**src/rtl/usm_vector_feeder.sv**
```systemverilog
// usm_vector_feeder
//   Producer side of the USM pixel-vector interface. Collects a raster pixel
//   stream into overlapping LENGTH-pixel vectors. Successive vectors advance
//   by STEP = LENGTH-COV_SIZE+1 pixels. Row edges are padded by replicating
//   the edge pixel, so every row yields ROW_WIDTH convolution outputs
//   downstream.
//
// Ports
//   clk      in   1                 clock
//   rst_n    in   1                 asynchronous active-low reset
//   s_valid  in   1                 input pixel valid
//   s_ready  out  1                 pixel accepted when s_valid && s_ready
//   s_data   in   CH_WIDTH          input pixel, raster order
//   m_valid  out  1                 output vector valid
//   m_ready  in   1                 downstream accepts vector
//   m_data   out  CH_WIDTH*LENGTH   vector, element k at [k*CH_WIDTH +: CH_WIDTH]
//   m_sor    out  1                 first vector of row (qualified by m_valid)
//   m_eor    out  1                 last vector of row (qualified by m_valid)
//
// State  | meaning
// -------+-------------------------------------------------------------
// FILL   | accepting pixels into the window
// PAD_R  | replicating the last pixel of the row into the window tail
// EMIT   | presenting the window downstream, waiting for m_ready

module usm_vector_feeder #(
    parameter int LENGTH    = 10,
    parameter int COV_SIZE  = 3,
    parameter int CH_WIDTH  = 8,
    parameter int ROW_WIDTH = 960
) (
    input  logic                         clk,
    input  logic                         rst_n,
    input  logic                         s_valid,
    output logic                         s_ready,
    input  logic [CH_WIDTH-1:0]          s_data,
    output logic                         m_valid,
    input  logic                         m_ready,
    output logic [CH_WIDTH*LENGTH-1:0]   m_data,
    output logic                         m_sor,
    output logic                         m_eor
);

    localparam int PAD   = (COV_SIZE - 1) / 2;
    localparam int STEP  = LENGTH - COV_SIZE + 1;
    localparam int CNT_W = $clog2(LENGTH + 1);
    localparam int COL_W = (ROW_WIDTH > 1) ? $clog2(ROW_WIDTH) : 1;

    typedef enum logic [1:0] {
        FILL  = 2'd0,
        PAD_R = 2'd1,
        EMIT  = 2'd2
    } state_t;

    state_t                r_state;
    state_t                w_next_state;
    logic [CH_WIDTH-1:0]   r_win [LENGTH];
    logic [CNT_W-1:0]      r_cnt;
    logic [COL_W-1:0]      r_col;
    logic                  r_row_start;
    logic                  r_sor;
    logic                  r_eor;
    // Keeps s_ready low while reset is asserted and for the first cycle after.
    logic                  r_run;

    logic                  w_accept;
    logic                  w_last_col;
    logic [CNT_W-1:0]      w_cnt_inc;
    logic [CNT_W-1:0]      w_fill_cnt;

    assign w_accept   = s_valid && s_ready;
    assign w_last_col = (r_col == COL_W'(ROW_WIDTH - 1));
    assign w_cnt_inc  = r_cnt + CNT_W'(1);
    // Fill level after the pixel being accepted this cycle.
    assign w_fill_cnt = r_row_start ? CNT_W'(PAD + 1) : w_cnt_inc;

    always_ff @(posedge clk or negedge rst_n) begin
        if (!rst_n) begin
            r_state <= FILL;
        end else begin
            r_state <= w_next_state;
        end
    end

    always_comb begin
        w_next_state = r_state;
        s_ready      = 1'b0;
        m_valid      = 1'b0;
        case (r_state)
            FILL: begin
                s_ready = r_run;
                if (w_accept) begin
                    // End of row wins even if the window also just filled.
                    if (w_last_col) begin
                        w_next_state = PAD_R;
                    end else if (w_fill_cnt == CNT_W'(LENGTH)) begin
                        w_next_state = EMIT;
                    end
                end
            end
            PAD_R: begin
                if (w_cnt_inc == CNT_W'(LENGTH)) begin
                    w_next_state = EMIT;
                end
            end
            EMIT: begin
                m_valid = 1'b1;
                if (m_ready) begin
                    w_next_state = FILL;
                end
            end
            default: w_next_state = FILL;
        endcase
    end

    always_ff @(posedge clk or negedge rst_n) begin
        if (!rst_n) begin
            for (int k = 0; k < LENGTH; k++) begin
                r_win[k] <= '0;
            end
            r_cnt       <= '0;
            r_col       <= '0;
            r_row_start <= 1'b1;
            r_sor       <= 1'b0;
            r_eor       <= 1'b0;
            r_run       <= 1'b0;
        end else begin
            r_run <= 1'b1;
            case (r_state)
                FILL: begin
                    if (w_accept) begin
                        if (r_row_start) begin
                            // Left padding: the first pixel fills slots 0..PAD.
                            for (int k = 0; k <= PAD; k++) begin
                                r_win[k] <= s_data;
                            end
                            r_row_start <= 1'b0;
                            r_sor       <= 1'b1;
                        end else begin
                            for (int k = 0; k < LENGTH; k++) begin
                                if (CNT_W'(k) == r_cnt) begin
                                    r_win[k] <= s_data;
                                end
                            end
                        end
                        r_cnt <= w_fill_cnt;
                        r_col <= w_last_col ? '0 : r_col + COL_W'(1);
                    end
                end
                PAD_R: begin
                    for (int k = 1; k < LENGTH; k++) begin
                        if (CNT_W'(k) == r_cnt) begin
                            r_win[k] <= r_win[k-1];
                        end
                    end
                    r_cnt <= w_cnt_inc;
                    if (w_cnt_inc == CNT_W'(LENGTH)) begin
                        r_eor <= 1'b1;
                    end
                end
                EMIT: begin
                    if (m_ready) begin
                        if (r_eor) begin
                            r_cnt       <= '0;
                            r_row_start <= 1'b1;
                            r_eor       <= 1'b0;
                        end else begin
                            // Keep the COV_SIZE-1 pixel overlap for the next vector.
                            for (int k = 0; k < COV_SIZE - 1; k++) begin
                                r_win[k] <= r_win[k+STEP];
                            end
                            r_cnt <= CNT_W'(COV_SIZE - 1);
                        end
                        r_sor <= 1'b0;
                    end
                end
                default: ;
            endcase
        end
    end

    always_comb begin
        m_data = '0;
        for (int k = 0; k < LENGTH; k++) begin
            m_data[k*CH_WIDTH +: CH_WIDTH] = r_win[k];
        end
    end

    assign m_sor = r_sor && m_valid;
    assign m_eor = r_eor && m_valid;

endmodule
```
**config.mk**
```make
export PLATFORM = sky130hd
export DESIGN_NAME = usm_vector_feeder
export DESIGN_NICKNAME = d
export VERILOG_FILES = /design/src/rtl/usm_vector_feeder.sv
export SDC_FILE = /design/constraint.sdc
export NUM_CORES = 1
export LEC_CHECK = 0
export BUFFER_PORTS_ARGS = -buffer_cell sky130_fd_sc_hd__buf_2
export CAP_MARGIN = 15
export CORE_UTILIZATION = 40
export CTS_CLUSTER_SIZE = 28
export DETAILED_ROUTE_END_ITERATION = 12
export PLACE_DENSITY = 0.64
export SYNTH_ARGS = -nofsm -noshare
export SYNTH_HDL_FRONTEND = slang
export SYNTH_SLANG_ARGS = --single-unit
```
**constraint.sdc**
```tcl
create_clock -name clk -period 1.8 [get_ports clk]
set_input_delay 0.18 -clock clk [delete_from_list [all_inputs] [get_ports clk]]
set_output_delay 0.18 -clock clk [all_outputs]
set_load 0.05 [all_outputs]
```
==> impl_metrics.yaml <==
run_status:
  outcome: "finished with violations"
  violations: "setup timing"
place:
  dpl.cell_count: 801
  io_buffers: 95
  hpwl_um: 10000
  placed_area_um2: 6080
  gp_congestion: 0.866
timing:
  maxSlewHeadroom_pct: 66.6
  setup_violations: 41
  fin_tns_setup_ns: -1.20
  fin_worst_skew_ns: 0.00856
  fin_crit_sh_pct: 103
  grt_setup_unrepaired: "true"
  hold_violations: 0
  final-max-slew-violation-count: 0
  fin_crit_ns: 1.86
  fin_ws_ns: -0.0582
  timing.fmax_mhz: 538
  tightest_slew_ns: 0.501
power:
  pwr-share-seq_pct: 33.7
  p_switching_mw: 5.94
  power_leakage_nw: 3.31
  pwr-share-comb_pct: 50.7
  p_sw_share_pct: 49.8
  clock_power_share_pct: 15.6
  p_int_mw: 6.00
  peakVddDrop_uv: 919
  power.density_nw_per_um2: 1690
synthesis:
  yosysSeqAreaShare_pct: 50.1
  synth-seq-cells: 100
  synth-main-ff-cell: "dfrtp_1"
  async_flop_share_pct: 100
  synth_compound_gate_area_share_pct: 21.9
  synth-simple-area-share_pct: 13.8
  synth-edff-count: 0
  synthCells: 524
  syn_nets: 545
  synth.cell_area_um2: 5000
  syn_avg_cell_area_um2: 9.55
  synthAdderAreaFrac_pct: 2.25
  synth_top_family_by_area: "compound AO/OA/AOI/OAI gates"
  synth.distinct_cells: 56
  synth_xor_area_share_pct: 1.05
  ys_warn_count: 0
  synth_mux_area_share_pct: 6.60
cells_and_area:
  antennaDiodeCount: 0
  layout.cells.non_filler: 841
  areaGrowthSynthToFinish_pct: 41.4
  finalInstanceArea_um2: 7080
  fin_nets: 689
  layout-drive-gt1-share_pct: 43.7
global_routing:
  grt_pass1_vias: 4321
  grt_pass1_wl_um: 22500
  antenna_found_initial: 0
  overflow: 0
  grt_max_degree: 65
  grt.total_usage_pct: 22.7
critical_path:
  cp_slowest_cell: "dfrtp_1"
  path_buf_inv: 4
  cp_cell_sequence: "inv_2 -> ha_4 -> buf_6 -> and4b_4 -> buf_12 -> o211ai_4 -> clkbuf_16 -> nand2_2 -> o21ai_1"
  criticalPathCategory: "flip-flop to flip-flop"
  critPathMaxStageDelay_ns: 0.40
  cp_data_required_time_ns: 2.05
  critical_path_arrival_ns: 2.11
  crit_family: "buffers and inverters"
  cp-start-kind: "flip-flop"
  path_max_fanout: 8
  end_kind: "flip-flop"
detailed_routing:
  wl_met2_um: 7590
  first_pass_iters: 5
  routed.top_layer: "met4"
  wl_met3_um: 843
  via_per_inst: 5.50
  drt-met1-wl_um: 6690
  drt-total-wl_um: 15500
  num_vias: 4626
  drt_iter0_drc: 318
  antenna_left: 0
  drc: 0
  wl_per_cell_um: 18.4
floorplanning:
  die-area_um2: 13000
  dieHeight_um: 114
  die_w_um: 114
  initial_core_util_pct: 41.3
  row_count: 40
  io_pins: 96
  core-area_um2: 12100
clocking:
  clockBufferDepth: 2
  cts_tree: "done"
  clkLatencyLatePin_ns: 0.36
  cts_sinks: 100
  cts-buffers-inserted: 9
  root_buffer: "clkbuf_16"
  path_clk_slew_ns: 0.07
  cts_max_level: 3
min_path:
  min_path_type: "primary input to flip-flop"
flow_run:
  drv_cap: 0
==> state kept, by name, indices dropped and copies added, names as in the netlist <==
register	cells
r_col	10
r_cnt	4
r_run	1
r_eor	1
r_state	2
m_data	80
r_row_start	1
r_sor	1
==> cell usage after synthesis, types with 6 or more instances <==
cell      count  area share [%]
o211ai_2      8             2.0
buf_2        15             1.5
mux2_4        8             2.4
dfrtp_1      99              50
o21ai_1       8            0.80
nor2b_1      13             1.6
a22oi_1       8             1.2
o21ai_0      68             6.8
buf_1        11            0.83
nand2_1      80             6.0
a21oi_1      76             7.6
nand3_1       6            0.60
clkbuf_1     10            0.75
inv_1         8            0.60
mux2_2       16             3.6
ha_1          9             2.3
nor2_1       17             1.3
==> final timing paths <==
check	start	to	slack [ns]	cells after the start
setup / recovery	r_state[1]	m_data[34]	-0.06	9
hold / removal	m_ready	r_eor	0.17	4
setup reg to reg	r_state[1]	m_data[34]	-0.06	9
hold reg to reg	r_col[9]	r_col[9]	0.51	1
max in group asynchronous	rst_n	r_row_start	0.83	3
min in group asynchronous	rst_n	m_data[57]	0.33	2
==> metrics by stage <==
step | setup WS, ns | util (%) | hold slack (ns) | power, mW
5_1_grt | -0.0982 | 58.4 | 0.200 | 12.5
4_1_cts | -0.0709 | 53.7 | 0.171 | 11.4
3_3_place_gp | -0.204 | 50.2 | 0.179 | 9.32
3_5_place_dp | -0.220 | 50.2 | 0.182 | 9.42
2_1_floorplan | -0.0937 | - | -0.116 | 7.72
6_report | -0.0582 | 58.4 | 0.167 | 11.9
==> what timing repair did <==
item | CTS | global route
hold buffers | 1 | 0
endpoints found under the setup margin | 81 | 93
hold endpoints to repair | 31 | 0
cloned | 0 | 5
pin swaps | 3 | 27
resized for setup | 19 | 133
setup buffers | 8 | 12
==> cell type report <==
type | instances | area, um^2
repair buffers | 172 | 1380
clock buffers | 11 | 243
well taps | 168 | 210
multi-input cells | 377 | 2670
inverters | 8 | 30.0
fillers | 1031 | 5040
flip-flops and latches | 100 | 2510
clock inverters | 5 | 35.0
==> kinds of logic after synthesis <==
family / Yosys count
AOI/OAI and AO/OA: 188
xor gates and xnor gates: 6
adders and majority gates: 9
buffers and inverters: 47
DFF: 100
muxes: 27
other: 1
and+or+nand+nor: 146
==> power by group through the flow <==
| stage | Combinational, mW | Clock, mW | Sequential (mW) |
|---|---|---|---|
| 3_3_place_gp | 5.39 | 0 | 3.94 |
| 5_1_grt | 6.42 | 1.97 | 4.10 |
| 6_report | 6.06 | 1.86 | 4.02 |
| 3_5_place_dp | 5.46 | 0 | 3.96 |
| 4_1_cts | 5.61 | 1.89 | 3.93 |
| 2_1_floorplan | 1.67 | 0 | 6.05 |
==> routing by layer <==
metal	up-vias	GRT usage (%)
met1	2299	30.1
met2	159	36.5
li1	2145	-
met4	0	8.74
met5	-	0
met3	23	4.84
==> layout by cell type (no fill, tap or decap), types with 3 or more instances in the layout <==
cell | netlist | layout
a22oi_1 | 8 | 8
ha_4 | 0 | 3
o21ai_1 | 8 | 36
buf_4 | 1 | 46
buf_2 | 15 | 91
o21ai_2 | 0 | 10
mux2_4 | 8 | 16
nand2_2 | 1 | 32
dfrtp_1 | 99 | 97
nor2b_1 | 13 | 9
ha_2 | 0 | 3
inv_1 | 8 | 6
buf_12 | 0 | 12
nand2_4 | 0 | 6
and2_1 | 4 | 3
nand2_1 | 80 | 43
clkbuf_16 | 0 | 14
xnor2_1 | 5 | 5
nand4_1 | 5 | 5
ha_1 | 9 | 3
buf_6 | 2 | 16
and3_1 | 4 | 4
nor2_1 | 17 | 16
a21oi_1 | 76 | 75
mux2i_1 | 3 | 3
nand2b_1 | 3 | 3
o21ai_0 | 68 | 30
nand3_1 | 6 | 6
mux2_2 | 16 | 8
o211ai_4 | 0 | 6
==> tightest hold or removal path: stages <==
cell	delay (ns)
buf_2	0.12
nand2_1	0.06
nand2_1	0.05
o311ai_0	0.08
Note: power is estimated with default switching activity, not from simulation.
